[src/rtl/pwm_pkg.sv]
//------------------------------------------------------------------------------
// Module : pwm_pkg
// Brief  : Shared constants, state encoding and clamp helper for pwm_frame_gen.
// Rev    : 1.0  initial release
//------------------------------------------------------------------------------
`default_nettype none

package pwm_pkg;

  localparam int unsigned PULSE_W  = 12;
  localparam int unsigned US_CNT_W = 15;

  localparam logic [PULSE_W-1:0] PWM_MIN_US  = 12'd900;
  localparam logic [PULSE_W-1:0] PWM_MAX_US  = 12'd2000;
  localparam logic [PULSE_W-1:0] PWM_IDLE_US = 12'd900;

  typedef enum logic [1:0] {
    ST_IDLE = 2'd0,
    ST_HIGH = 2'd1,
    ST_LOW  = 2'd2
  } pwm_state_e;

  function automatic logic [PULSE_W-1:0] pwm_clamp(input logic [PULSE_W-1:0] us);
    if (us < PWM_MIN_US) begin
      return PWM_MIN_US;
    end
    if (us > PWM_MAX_US) begin
      return PWM_MAX_US;
    end
    return us;
  endfunction

endpackage

`default_nettype wire

[src/rtl/us_tick_gen.sv]
//------------------------------------------------------------------------------
// Module : us_tick_gen
// Brief  : Microsecond prescaler; one-cycle tick every CLK_PER_US clocks.
// Rev    : 1.0  initial release
//------------------------------------------------------------------------------
`default_nettype none

module us_tick_gen #(
  parameter int CLK_PER_US = 27
) (
  input  logic clock,
  input  logic reset,
  input  logic clear,
  output logic tick
);

  localparam int CNT_W = (CLK_PER_US > 1) ? $clog2(CLK_PER_US) : 1;
  localparam logic [CNT_W-1:0] CNT_LAST = CNT_W'(CLK_PER_US - 1);

  logic [CNT_W-1:0] count_q, count_d;

  always_comb begin
    count_d = count_q + CNT_W'(1);
    if (clear || (count_q == CNT_LAST)) begin
      count_d = '0;
    end
  end

  always_ff @(posedge clock or posedge reset) begin
    if (reset) begin
      count_q <= '0;
    end else begin
      count_q <= count_d;
    end
  end

  assign tick = !clear && (count_q == CNT_LAST);

endmodule

`default_nettype wire

[src/rtl/pwm_frame_gen.sv]
//------------------------------------------------------------------------------
// Module : pwm_frame_gen
// Brief  : ESC servo PWM frame generator, width latched once per frame.
//          Define PWM_CLAMP_EN to clamp the latched width to 900..2000 us.
// Rev    : 1.0  initial release
//------------------------------------------------------------------------------
`default_nettype none

module pwm_frame_gen
  import pwm_pkg::*;
#(
  parameter int CLK_PER_US = 27,
  parameter int FRAME_US   = 20000
) (
  input  logic               clock,
  input  logic               reset,
  input  logic               enable,
  input  logic [PULSE_W-1:0] pulse_time,
  output logic               pwm_out,
  output logic               frame_start,
  output logic [PULSE_W-1:0] pulse_latched
);

  localparam logic [US_CNT_W-1:0] US_LAST = US_CNT_W'(FRAME_US - 1);

  pwm_state_e          state_q, state_d;
  logic [US_CNT_W-1:0] us_cnt_q, us_cnt_d;
  logic [PULSE_W-1:0]  latched_q, latched_d;
  logic                pwm_q, pwm_d;
  logic                fs_q, fs_d;

  logic                w_tick;
  logic                w_clear;
  logic                w_frame_end;
  logic                w_frame_go;
  logic [US_CNT_W-1:0] w_us_next;
  logic [PULSE_W-1:0]  w_pulse_sel;

`ifdef PWM_CLAMP_EN
  assign w_pulse_sel = pwm_clamp(pulse_time);
`else
  assign w_pulse_sel = pulse_time;
`endif

  assign w_clear     = (state_q == ST_IDLE);
  assign w_frame_end = (us_cnt_q == US_LAST);
  assign w_us_next   = us_cnt_q + US_CNT_W'(1);

  us_tick_gen #(
    .CLK_PER_US (CLK_PER_US)
  ) u_tick (
    .clock (clock),
    .reset (reset),
    .clear (w_clear),
    .tick  (w_tick)
  );

  always_comb begin
    state_d    = state_q;
    us_cnt_d   = us_cnt_q;
    latched_d  = latched_q;
    fs_d       = 1'b0;
    w_frame_go = 1'b0;

    if ((state_q != ST_IDLE) && w_tick) begin
      us_cnt_d = w_frame_end ? '0 : w_us_next;
    end

    case (state_q)
      ST_IDLE: begin
        us_cnt_d   = '0;
        w_frame_go = enable;
      end
      ST_HIGH: begin
        if (w_tick && (w_us_next == US_CNT_W'(latched_q))) begin
          state_d = ST_LOW;
        end
      end
      ST_LOW: begin
        if (w_tick && w_frame_end) begin
          if (enable) begin
            w_frame_go = 1'b1;
          end else begin
            state_d = ST_IDLE;
          end
        end
      end
      default: state_d = ST_IDLE;
    endcase

    // A zero-width frame skips HIGH so the line never glitches high.
    if (w_frame_go) begin
      latched_d = w_pulse_sel;
      fs_d      = 1'b1;
      state_d   = (w_pulse_sel == '0) ? ST_LOW : ST_HIGH;
    end

    pwm_d = (state_d == ST_HIGH);
  end

  always_ff @(posedge clock or posedge reset) begin
    if (reset) begin
      state_q   <= ST_IDLE;
      us_cnt_q  <= '0;
      latched_q <= '0;
      pwm_q     <= 1'b0;
      fs_q      <= 1'b0;
    end else begin
      state_q   <= state_d;
      us_cnt_q  <= us_cnt_d;
      latched_q <= latched_d;
      pwm_q     <= pwm_d;
      fs_q      <= fs_d;
    end
  end

  assign pwm_out       = pwm_q;
  assign frame_start   = fs_q;
  assign pulse_latched = latched_q;

endmodule

`default_nettype wire

[config.mk]
export PLATFORM = sky130hd
export DESIGN_NAME = pwm_frame_gen
export DESIGN_NICKNAME = d
export VERILOG_FILES = /design/src/rtl/pwm_pkg.sv /design/src/rtl/us_tick_gen.sv /design/src/rtl/pwm_frame_gen.sv
export SDC_FILE = /design/constraint.sdc
export NUM_CORES = 1
export LEC_CHECK = 0
export CAP_MARGIN = 20
export CORE_MARGIN = 2
export CORE_UTILIZATION = 59
export CTS_CLUSTER_SIZE = 28
export DETAILED_ROUTE_END_ITERATION = 10
export PLACE_DENSITY_LB_ADDON = 0.08
export SYNTH_ARGS = -nofsm -noshare
export SYNTH_HDL_FRONTEND = slang
export SYNTH_HIERARCHICAL = 1
export SYNTH_SLANG_ARGS = --single-unit
[constraint.sdc]
create_clock -name clock -period 4 [get_ports clock]
set_clock_uncertainty 0.1 [all_clocks]
set_input_delay 0.4 -clock clock [delete_from_list [all_inputs] [get_ports clock]]
set_output_delay 0.4 -clock clock [all_outputs]
set_load 0.005 [all_outputs]
==> impl_metrics.json <==
{
  "status": "finished clean",
  "grt_pass1_wl_um": 8290,
  "finalPower_mw": 1.05,
  "startpoint_type": "flip-flop",
  "critPathArrivalTime_ns": 3.17,
  "fin_tns_setup_ns": 0,
  "numCtsBuffers": 5,
  "syn_nets": 233,
  "cp.required_ns": 4.13,
  "period_needed_ns": 3.03,
  "fp.dieArea_um2": 4130,
  "setup_viol": 0,
  "cts_setup_buffers": 0,
  "grt_start_max_net_pins": 23,
  "first_pass_iters": 4,
  "tritoncts": "done",
  "synth.cell_area_um2": 2140,
  "rsz0062_at_grt": "no",
  "routedWlPerCell_um": 16.5,
  "areaGrowthSynthToFinish_pct": 16.9,
  "power.density_nw_per_um2": 419,
  "drc": 0,
  "fill_cells": 257,
  "diodes": 0,
  "fp-row-count": 21,
  "root_buffer": "clkbuf_4",
  "core-area_um2": 3420,
  "holdBufCountCts": 0,
  "grtUsageTotal_pct": 26.1,
  "port_buffers": 28,
  "antenna_found_initial": 0,
  "grt_remaining_overflow": 0,
  "ys_seq_elements": 36,
  "fin_ws_ns": 0.965,
  "place_inst": 279,
  "vdd_drop_max_uv": 258,
  "finalMaxSlewViolations": 0,
  "finalCritPeriodShare_pct": 75.9,
  "ys_seq_area_share_pct": 42.0,
  "final_antenna_net_count": 0,
  "p_leak_nw": 1.03,
  "clk_path_buf_depth": 2,
  "yosys.area.top_type": "dfrtp_1",
  "hpwlAfterDp_um": 3610,
  "viasPerCell": 6.13,
  "die_width_um": 64.3,
  "post_cts_resized": 0,
  "chipHeight_um": 64.3,
  "gp_congestion": 0.879,
  "grt_pass1_vias": 1733,
  "slowest_delay_ns": 0.52,
  "synthMuxAreaShare_pct": 7.24,
  "path_max_fanout": 15,
  "vias": 1758,
  "clock-sinks": 36,
  "cp_slowest_cell": "nand3_1",
  "yosys.area_share.simple_pct": 21.9,
  "cpMostUsedCell": "inv_1",
  "crit_path_end_kind": "flip-flop",
  "final_layout_size_suffix_gt1_share_pct": 12.9,
  "relSlewSlack_pct": 46.4,
  "syn_inst": 215,
  "whs_ns": 0.180,
  "worstPathCellList": "inv_1, ha_1, and4b_1, nor2b_1, inv_1, o21ai_0, nand3_1, mux2_2",
  "first_iter_violations": 146,
  "clkTransAtPathRegs_ns": 0.10,
  "hold_viol": 0,
  "synth_top_area_share_pct": 42.0,
  "nets": 258,
  "drv_cap": 0,
  "synth_top_family_by_area": "simple AND/OR/NAND/NOR gates",
  "cts_max_level": 2,
  "synth_fa_ha_area_share_pct": 1.75,
  "postRouteWirelength_um": 4740,
  "synth.area.top_cells": "dfrtp_1 42%, mux2_2 6.3%, xnor2_1 5.3%",
  "place_ws_ns": 1.07,
  "final_cells": 287,
  "worstHoldPathType": "input port to asynchronous set/reset pin",
  "synth-xor-area-share_pct": 7.76,
  "synth_edf_count": 0,
  "io_pins": 29,
  "ys_types": 51,
  "syn_avg_cell_area_um2": 9.97,
  "start_util_pct": 62.7,
  "crit_type": "flip-flop to flip-flop",
  "clock.fmax_mhz": 330,
  "synthTopCellsByCount": "36 x dfrtp_1, 15 x nor2_1, 15 x o21ai_0",
  "synth_most_common_cell": "dfrtp_1",
  "ys.flop_type": "dfrtp_1",
  "worst_pin_slew_ns": 0.801,
  "clk_latency_ns": 0.35,
  "synth_compound_area_share_pct": 14.1,
  "async_reset_ff_share_pct": 100,
  "ys_warn_count": 6
}
## layout make-up
class	instances	area (um2)	area share (%)
multi-input combinational	157	1130	45.2
sequential	36	901	36.0
timing repair buffer	31	323	12.9
clock buffer	8	58.8	2.35
tap	46	57.6	2.30
inverter	9	33.8	1.35
## path summary, 6_finish.rpt
path	slack [ns]	startpoint	depth (start not counted)	to
max reg2reg	0.97	u_tick/count_q[0]	8	pulse_latched[8]
max	0.97	u_tick/count_q[0]	8	pulse_latched[8]
min in group clock	0.43	u_tick/count_q[0]	1	u_tick/count_q[0]
max in group asynchronous	2.93	reset	3	pulse_latched[7]
min reg2reg	0.43	u_tick/count_q[0]	1	u_tick/count_q[0]
min	0.18	reset	2	u_tick/count_q[4]
## critical path: cells and delay by family (launching register included)
family | cells | cell delay (ns)
AND/OR/NAND/NOR | 3 | 1.34
multiplexers | 1 | 0.47
flip-flops | 1 | 0.44
AO/OA/AOI/OAI | 1 | 0.24
buffers and inverters | 2 | 0.17
adder cells (fa/ha/maj) | 1 | 0.15
## stage by stage
stage               utilization [%]  cell area (um2)
finish                         73.3             2500
global route                   73.3             2500
CTS                            73.3             2500
detailed placement             71.6             2450
global placement               70.8             2420
floorplan                         -             2140
## sequential cells by signal, indices dropped and copies added (netlist names)
register and flops:
us_cnt_q 15, frame_start 1, pulse_latched 12, state_q 2, pwm_out 1, u_tick/count_q 5
## report_power, final
part	switching, mW	internal, mW	leakage (nW)	total (mW)
Combinational	0.128	0.205	0.534	0.333
Clock	0.118	0.0867	0.0326	0.205
Sequential	0.0813	0.430	0.461	0.512
Total	0.327	0.722	1.03	1.05
## placed cells by master (no fill, tap or decap), types with 4 or more instances in the layout
| cell type | Yosys | routed |
|---|---|---|
| a21oi_1 | 6 | 6 |
| and3_1 | 4 | 4 |
| clkbuf_4 | 0 | 5 |
| clkdlybuf4s50_1 | 0 | 28 |
| dfrtp_1 | 36 | 36 |
| inv_1 | 9 | 9 |
| mux2_2 | 12 | 12 |
| nand2_1 | 10 | 10 |
| nand3_1 | 8 | 8 |
| nand4_1 | 6 | 6 |
| nor2_1 | 15 | 15 |
| nor2b_1 | 5 | 5 |
| nor3_1 | 6 | 6 |
| nor4_1 | 5 | 5 |
| o21ai_0 | 15 | 15 |
| o31ai_1 | 5 | 5 |
| xnor2_1 | 13 | 13 |
| xor2_1 | 6 | 6 |
## routing by layer
metal / up-vias / routed length, um / part of all wire, % / track usage (%)
met1: 855 / 2080 / 44 / 33.4
met4: 0 / 83 / 1.8 / 9.57
met2: 61 / 2300 / 49 / 43.1
met3: 9 / 266 / 5.6 / 5.81
met5: - / 0 / 0 / 0
li1: 833 / - / - / -
## logic make-up after synthesis
logic type	Yosys count
AND/OR/NAND/NOR	78
AO/OA/AOI/OAI	43
flip-flops	36
buffers and inverters	22
XOR/XNOR	19
multiplexers	14
adder cells (fa/ha/maj)	3
No activity file was read; power rests on OpenSTA's default activity.
